===== src/rtl/two_bit_adder.sv =====
// Registered unsigned ripple-carry adder: {cout,sum} = a + b, one cycle of
// latency, one result per cycle. The sum is built from a chain of
// full-adder cells. Only the output stage holds state.

// One bit of the ripple chain: sum bit plus carry into the next stage.
module two_bit_adder_fa_cell (
   input  logic a,
   input  logic b,
   input  logic carry,
   output logic sum,
   output logic carry_next
);

   logic half_sum;

   // Propagate term (a^b) is shared by the sum and the carry logic
   assign half_sum   = a ^ b;
   assign sum        = half_sum ^ carry;
   assign carry_next = (a & b) | (carry & half_sum);

endmodule

// Top level: ripple chain feeding a single bank of output registers.
module two_bit_adder #(
   parameter int WIDTH = 2
) (
   input  logic             clk,
   input  logic             rst,
   input  logic [WIDTH-1:0] a,
   input  logic [WIDTH-1:0] b,
   input  logic             in_valid,
   output logic [WIDTH-1:0] sum,
   output logic             cout,
   output logic             out_valid
);

   // carry[i] is the carry into bit i; carry[WIDTH] is the adder carry-out
   logic [WIDTH:0]   carry;
   logic [WIDTH-1:0] sum_next;

   // The least significant stage has no carry-in
   assign carry[0] = 1'b0;

   generate
      for (genvar gi = 0; gi < WIDTH; gi++) begin : g_fa
         two_bit_adder_fa_cell u_fa (
            .a          (a[gi]),
            .b          (b[gi]),
            .carry      (carry[gi]),
            .sum        (sum_next[gi]),
            .carry_next (carry[gi+1])
         );
      end
   endgenerate

   // Capture every cycle, regardless of in_valid, so the outputs track the
   // inputs; out_valid simply follows in_valid with the same latency.
   always_ff @(posedge clk) begin
      if (rst) begin
         sum       <= '0;
         cout      <= 1'b0;
         out_valid <= 1'b0;
      end else begin
         sum       <= sum_next;
         cout      <= carry[WIDTH];
         out_valid <= in_valid;
      end
   end

endmodule


===== config.mk =====
export PLATFORM = sky130hd
export DESIGN_NAME = two_bit_adder
export DESIGN_NICKNAME = d
export VERILOG_FILES = /design/src/rtl/two_bit_adder.sv
export SDC_FILE = /design/constraint.sdc
export NUM_CORES = 1
export LEC_CHECK = 0
export CAP_MARGIN = 15
export CELL_PAD_IN_SITES_DETAIL_PLACEMENT = 1
export CELL_PAD_IN_SITES_GLOBAL_PLACEMENT = 1
export CORE_AREA = 2 2 39 41
export DETAILED_ROUTE_END_ITERATION = 6
export DIE_AREA = 0 0 41 43
export PLACE_DENSITY = 0.53
export SYNTH_ARGS = -nofsm -noshare
export SYNTH_HDL_FRONTEND = slang
export SYNTH_SLANG_ARGS = --single-unit

===== constraint.sdc =====
create_clock -name clk -period 1.31 [get_ports clk]
set_input_delay 0.262 -clock clk [delete_from_list [all_inputs] [get_ports clk]]
set_output_delay 0.262 -clock clk [all_outputs]
set_load 0.005 [all_outputs]

==> results by stage, run 1 <==
Drt:
- The number of design-rule violations left by the first detailed-router iteration is 1.
- The DRC violations left is 0.
- The via total after detailed routing is 128.
- Dividing the detail-routed wire length by the instance count gives 8.62 um.
- After detailed routing, the number of vias per cell comes to between 3 and 4.
- The count of nets left with antenna violations once routing finished came out at 0.
- Wires add up to 362 um.
- The number of iterations in the first detailed-routing pass is 2.

Synthesis:
- The post-synthesis cell area is 144 um^2.
- The share of synthesized area occupied by flip-flops and latches is 55.7%.
- The count of synthesis-stage warnings from yosys is 0.
- In this run, distinct cell masters in the synthesized netlist total 6.
- In this run, synthesis produced a sequential element count of 4.
- The number of instances in the synthesized netlist is 13.
- The average instance in the mapped netlist occupies roughly 11 um^2.
- The net count after synthesis is 22.

Clock tree:
- In this run the number of H-tree levels came out at 1.
- The number of hold buffers added after CTS was 0.
- The clock buffer count from CTS is 3.
- The clock passes through at most 2 buffers.
- Buffers added to address setup during post-CTS repair amount to 0.
- Gates resized during post-CTS repair numbered 1.
- The root buffer selected by CTS is clkbuf_4.
- The sink count of the clock tree is 4.
- The clock transition at the registers of the reported paths is 0.04 ns.
- TritonCTS built the clock tree.

Worst setup path:
- On the critical path, the stage with the largest delay is an instance of fa_1.
- The signal on the critical path passes through clkdlybuf4s50_1 -> inv_1 -> fa_1 -> nor2_1.
- The worst setup path is launched from an input port.
- The maximum cell stage delay along the critical path is 0.53 ns.
- The critical path ends at sum[1].
- The arrival time at the worst endpoint is 1.33 ns.
- The largest fanout on the critical path is 1.
- The start point of the critical path is a[1].
- STA classifies the critical path endpoint as a flop.
- The worst setup path is of the input port to flop kind.
- The required time at the endpoint of the critical path is 1.44 ns.

STA:
- The worst pin sits at a relative slew slack of between 80% and 90%.
- The number of pins exceeding their max-slew limit in the final report was 0.
- The final hold violation count is 0.
- The timing-limited maximum frequency is 832 MHz.
- Summed over all failing endpoints, the final setup total negative slack is 0 ns.
- The transition time at the pin with the least slew margin is 0.154 ns.
- The post-route fraction of the period consumed by the critical path is 91.8%.
- The setup-violating endpoint count in the final report is 0.
- Setup repair after global routing left no endpoint under its margin.
- The routed design could run at a clock period as short as 1.20 ns.

Floorplanning:
- The die is 41 um wide.
- The count of pins on the block boundary is 11.
- The die area is 1760 um^2.
- The height of the die is 43 um.
- Once the floorplan was initialized, standard cells occupied about 10% of the core.
- The number of placement rows is 14.
- In this run the standard cell core region covers about 1400 um^2.

Placement:
- At the end of routability-driven placement, the weighted congestion stood at 0.601.
- Buffers placed on the I/O ports in this run total 10.
- In this run the cell area measured after placement is between 200 and 300 um^2.
- Including well taps, the total number of placed cells is 39.

Final layout:
- In the final layout, the share of cells above drive strength 1 is 15.4%.
- The signed area change from the synthesized netlist to the final layout is 109%.
- The final-stage net count is 37.
- The number of antenna diodes in the final layout is 0.
- Counting the fill cells in the layout gives 158.
- Once layout is done, the placed cells without fillers occupy 300 um^2.
- The count of placed standard cells in the final layout, fillers left out is 42.

Global routing:
- The number of global-route vias before repair is 131.
- Global routing finished with a remaining overflow of 0.
- The number of antenna violations at the first check in global routing is 0.
- The largest net degree at the start of global routing is 5.
- The global-route wire length before repair is roughly 570 um.
- For this run, the total global-route usage over all layers was measured as 5.94%.

Pwr:
- VDD sags by at most slightly above 0.4 mV.
- Summed over all cells, the static leakage comes to around 0.18 nW.
- In this run the power density over the cells is 1130 nW/um^2.

Status:
- The run finished with clean final reports.

Worst hold path:
- The class of the tightest hold or removal check is input port to flop.

Flow run:
- Across the run, the number of max-cap violations was 0.
-- cells in the final DEF, fill, tap and decap left out, drive strengths merged --
cell type,netlist,layout
dlygate4sd2,0,1
fa,1,1
inv,3,3
nor2,2,2
clkdlybuf4s50,0,4
nor2b,2,2
dfxtp,4,4
ha,1,1
dlymetal6s2s,0,5
clkbuf,0,3
-- layout make-up --
| cell class | count | area [um^2] | area share (%) |
|---|---|---|---|
| sequential | 4 | 80.1 | 26.7 |
| tap | 16 | 20.0 | 6.67 |
| multi-input combinational | 6 | 55.1 | 18.3 |
| timing repair buffer | 10 | 111 | 37.1 |
| inverter | 3 | 11.3 | 3.75 |
| clock buffer | 3 | 22.5 | 7.50 |
-- layer usage --
layer  wire, um  global-route usage [%]  vias to the layer above
li1           -                       -                       63
met1        160                    6.49                       51
met2        129                    5.63                       14
met3         72                    9.42                        0
met4          0                    2.00                        0
met5          0                       0                        -
-- kinds of logic (layout without fill, tap and decap cells) --
logic type	after synthesis	after routing	share of synthesized area, %
adders and majority gates	2	2	22.6
DFF	4	4	55.7
buffers and inverters	3	16	7.83
and+or+nand+nor	4	4	13.9
-- how the worst min path moves through the flow --
stage,startpoint,to,slack (ns),cells past startpoint
after global routing,b[0],sum[0],0.45,3
after CTS,in_valid,out_valid,0.60,2
after floorplan,rst,cout,0.33,1
after detailed placement,in_valid,out_valid,0.86,2
after global placement,in_valid,out_valid,0.84,2
final,b[0],sum[0],0.42,3
-- Yosys cell counts --
library cell	instances	area share (%)
dfxtp_1	4	56
inv_1	3	7.8
nor2_1	2	5.2
nor2b_1	2	8.7
fa_1	1	14
ha_1	1	8.7
-- per-stage QoR --
stage               power [mW]  hold WS, ns  util (%)  worst slack (ns)
detailed placement       0.190        0.857      19.1            -0.243
floorplan                0.149        0.329         -             0.275
CTS                      0.354        0.604      20.6           0.00807
global placement         0.187        0.840      19.1            -0.212
finish                   0.339        0.419      21.7             0.108
global route             0.374        0.445      21.7             0.101
-- sequential cells by signal (all words and copies together) (netlist names) --
signal,count
sum,2
cout,1
out_valid,1
-- worst max-delay path, delay by kind of cell --
family,cells,cell delay [ns]
adders and majority gates,1,0.53
buffers and inverters,2,0.50
and+or+nand+nor,1,0.04
-- where the power goes --
| group | leakage [nW] | internal, mW | total [mW] | switching [mW] |
|---|---|---|---|---|
| Sequential | 0.0333 | 0.132 | 0.134 | 0.00192 |
| Combinational | 0.136 | 0.0333 | 0.0494 | 0.0160 |
| Clock | 0.0138 | 0.103 | 0.156 | 0.0531 |
Power figures use the tool's default switching activity.
==> run 2: changes to the inputs <==
--- a/config.mk
+++ b/config.mk
@@ -5,12 +5,13 @@
 export SDC_FILE = /design/constraint.sdc
 export NUM_CORES = 1
 export LEC_CHECK = 0
+export ABC_CLOCK_PERIOD_IN_PS = 1310
 export CAP_MARGIN = 15
 export CELL_PAD_IN_SITES_DETAIL_PLACEMENT = 1
 export CELL_PAD_IN_SITES_GLOBAL_PLACEMENT = 1
-export CORE_AREA = 2 2 39 41
+export CORE_AREA = 4 4 41 43
 export DETAILED_ROUTE_END_ITERATION = 6
-export DIE_AREA = 0 0 41 43
+export DIE_AREA = 0 0 45 47
 export PLACE_DENSITY = 0.53
 export SYNTH_ARGS = -nofsm -noshare
 export SYNTH_HDL_FRONTEND = slang
==> run 2 against run 1 <==
  * Utilization rose by 0.90 points
  * Critical path depth fell by 3
  * Flip-flop and latch count did not move
  * Critical path type is now flop to output port
  * Cell count fell by 2.4%
  * Setup slack got worse by 0.080 ns
==> results by stage, run 2 (synthesis gave the netlist of run 1 again) <==
Worst setup path:
- Walking the worst path, the cells encountered are clkdlybuf4s50_1.
- The most critical setup path has its startpoint at cout.
- The maximum cell stage delay along the critical path was 0.49 ns (-0.04 ns).
- The arrival time at the worst endpoint is 1.02 ns (-0.31 ns).
- STA classifies the critical path startpoint as a flop.
- The slowest stage of the critical path is the clkdlybuf4s50_1 cell.
- The combined buffer and inverter count along the critical path is 1 (-1).
- By startpoint and endpoint, the worst setup path is classified as flop to output port.
- The required time at the endpoint of the critical path came to 1.05 ns (-0.39 ns).
- On the critical path the largest part of the delay comes from buffers and inverters.
- The category of the worst setup path capture point is an output port.
- In this run the worst setup path terminates at cout.
- The largest fanout on the critical path came to 1 (unchanged).
- The instance count on the critical path came to 1 (-3).

Status:
- The flow ran to the end, and the final reports show no timing, DRC or antenna violations.

Final layout:
- In the layout the commonest cells are clkdlybuf4s50_1 (6), dfxtp_1 (4), inv_1 (3), clkbuf_4 (3), dlymetal6s2s_1 (3).
- The footprint of the multi-input gates is 55.1 um^2 (unchanged).
- The count of antenna diodes in the layout came to 0 (unchanged).
- The fill cell total of the finished layout is 160 (+1.3%).
- The largest registers in the layout are sum x2, cout x1, out_valid x1.
- The largest register by flop count is sum.
- The utilization of the core after routing is 22.6% (+0.90 points).
- The final-stage net count is 37 (unchanged).
- The area taken by flip-flops and latches came to 80.1 um^2 (unchanged).
- The fraction of layout cells with a size suffix above 1 is 15.4% (unchanged).
- From synthesis to final layout, the design area changed by 104%.
- The library cell used most frequently in the layout, excluding fill and tap cells, is clkdlybuf4s50_1.
- The number of flip-flops in the largest register is 2 (unchanged).

STA:
- The transition time at the pin with the least slew margin was 0.141 ns (-0.0129 ns).
- The final hold violation count is 0 (unchanged).
- The setup-violating endpoint count in the final report was 0 (unchanged).
- The number of pins exceeding their max-slew limit in the final report was 0 (unchanged).
- The timing-limited maximum frequency is 780 MHz (-6.3%).
- The worst slew margin relative to its limit is 90.6% (+0.86 points).
- The shortest period the worst path allows is 1.28 ns (+0.0802 ns).
- The post-route fraction of the period consumed by the critical path is 97.9% (+6.1 points).
- The least setup slack across all paths after layout is 0.0277 ns (-0.0802 ns).
- Setup repair after global routing left no endpoint under its margin.

Floorplanning:
- The core area was 1300 um^2 (-6.0%).
- The die area came to 2120 um^2 (+20%).
- The initial standard-cell utilization of the core is 11.1% (+0.66 points).
- The horizontal die dimension came to 45 um (+9.8%).
- The count of pins on the block boundary was 11 (unchanged).
- The number of placement rows is 13 (-1).
- The height of the die is 47 um (+9.3%).

Global routing:
- The global routing usage summed across all routing layers came to 4.74% (-1.2 points).
- The number of global-route vias before repair was 147 (+12%).
- The largest net degree at the start of global routing is 5 (unchanged).
- The global-route wire length before repair is 558 um (-1.2%).
- The remaining global-route overflow is 0 (unchanged).
- The number of antenna violations at the first check in global routing is 0 (unchanged).

Pwr:
- The power per unit of standard cell area is 1140 nW/um^2 (+1.2%).
- The maximum resistive drop on vdd was 0.200 mV (-52%).
- The static power due to leakage is 0.158 nW (-14%).
- The total power of the final layout is 0.335 mW (-0.95%).

Clock tree:
- The clock buffer count from CTS was 3 (unchanged).
- The H-tree depth is 1 (unchanged).
- The clock transition at the registers of the reported paths is 0.04 ns (about the same).
- The root buffer selected by CTS is clkbuf_4.
- The clock tree from TritonCTS is yes.
- The number of buffers on the longest clock path is 2 (unchanged).
- The sink count of the clock tree is 4 (unchanged).

Flow run:
- The number of maximum-capacitance constraint violations came to 0 (unchanged).

Drt:
- The via count normalized by instance count is 3.02 (-0.76%).
- The DRC violations left is 0 (unchanged).
- The routed wirelength normalized by instance count came to 8.61 um (-0.11%).
- The total wirelength of the detailed-routed design is 353 um (-2.5%).
- The via total after detailed routing is 124 (-3.1%).
- The number of iterations in the first detailed-routing pass is 1 (-1).
- The residual antenna-violating net count after detailed routing is 0 (unchanged).
- The number of design-rule violations left by the first detailed-router iteration was 0 (-1).

Worst hold path:
- The class of the tightest hold or removal check is input port to flop.
- The launch point of the worst hold path is b[0].

Placement:
- The final weighted congestion in routability-driven placement was 0.623 (+3.7%).
- The count of input and output buffers was 10 (unchanged).
- The worst setup slack after placement is -0.248 ns (-0.00451 ns).
[run 2: cell types whose count changed in the layout (fill, tap and decap cells not counted), sizes merged]
| cell | change |
|---|---|
| clkdlybuf4s50 | +2 |
| dlymetal6s2s | -2 |
[run 2: what timing repair did]
item / 4_1_cts / 5_1_grt
hold buffers: 0 / 0
buffers inserted: 0 / 0
setup endpoints to repair: 1 / 3
pin swaps: 0 / 1
resized for setup: 1 / 4
[run 2: metrics by stage]
stage               std cells  setup TNS [ns]  hold slack (ns)  area, um^2
finish                     41               0            0.433         294
global route               41               0            0.469         294
CTS                        41               0            0.520         284
detailed placement         38          -0.405            0.835         263
global placement           38          -0.393            0.837         263
floorplan                  13               0            0.329         144
[run 2: worst min-delay path by stage]
stage	slack, ns	cells past startpoint	end
2_1_floorplan	0.33	1	cout
3_3_place_gp	0.84	2	out_valid
3_5_place_dp	0.83	2	out_valid
4_1_cts	0.52	3	sum[0]
5_1_grt	0.47	3	sum[0]
6_report	0.43	3	sum[0]
[run 2: layer usage]
layer  wire, um  GRT usage, %
met4         18          8.77
met3         69          3.83
met1        147          3.87
met5          0             0
met2        119          5.08
[run 2: area by class of cell]
cell class	count	share of cell area, %
Clock buffer	3	7.66
Inverter	3	3.83
Multi-Input combinational cell	6	18.7
Sequential cell	4	27.2
Tap cell	15	6.38
Timing Repair Buffer	10	36.2
[run 2: report_power, final]
part	leakage (nW)	total [mW]	internal [mW]	switching (mW)
Clock	0.0138	0.152	0.102	0.0496
Sequential	0.0333	0.134	0.132	0.00223
Combinational	0.111	0.0495	0.0342	0.0153
==> run 3: changes to the inputs <==
--- a/config.mk
+++ b/config.mk
@@ -10,6 +10,7 @@
 export CELL_PAD_IN_SITES_DETAIL_PLACEMENT = 1
 export CELL_PAD_IN_SITES_GLOBAL_PLACEMENT = 1
 export CORE_AREA = 4 4 41 43
+export CTS_CLUSTER_SIZE = 25
 export DETAILED_ROUTE_END_ITERATION = 6
 export DIE_AREA = 0 0 45 47
 export PLACE_DENSITY = 0.53
==> results of run 3 <==
Same layout as run 2: the final DEF is identical, and so are final timing and power.
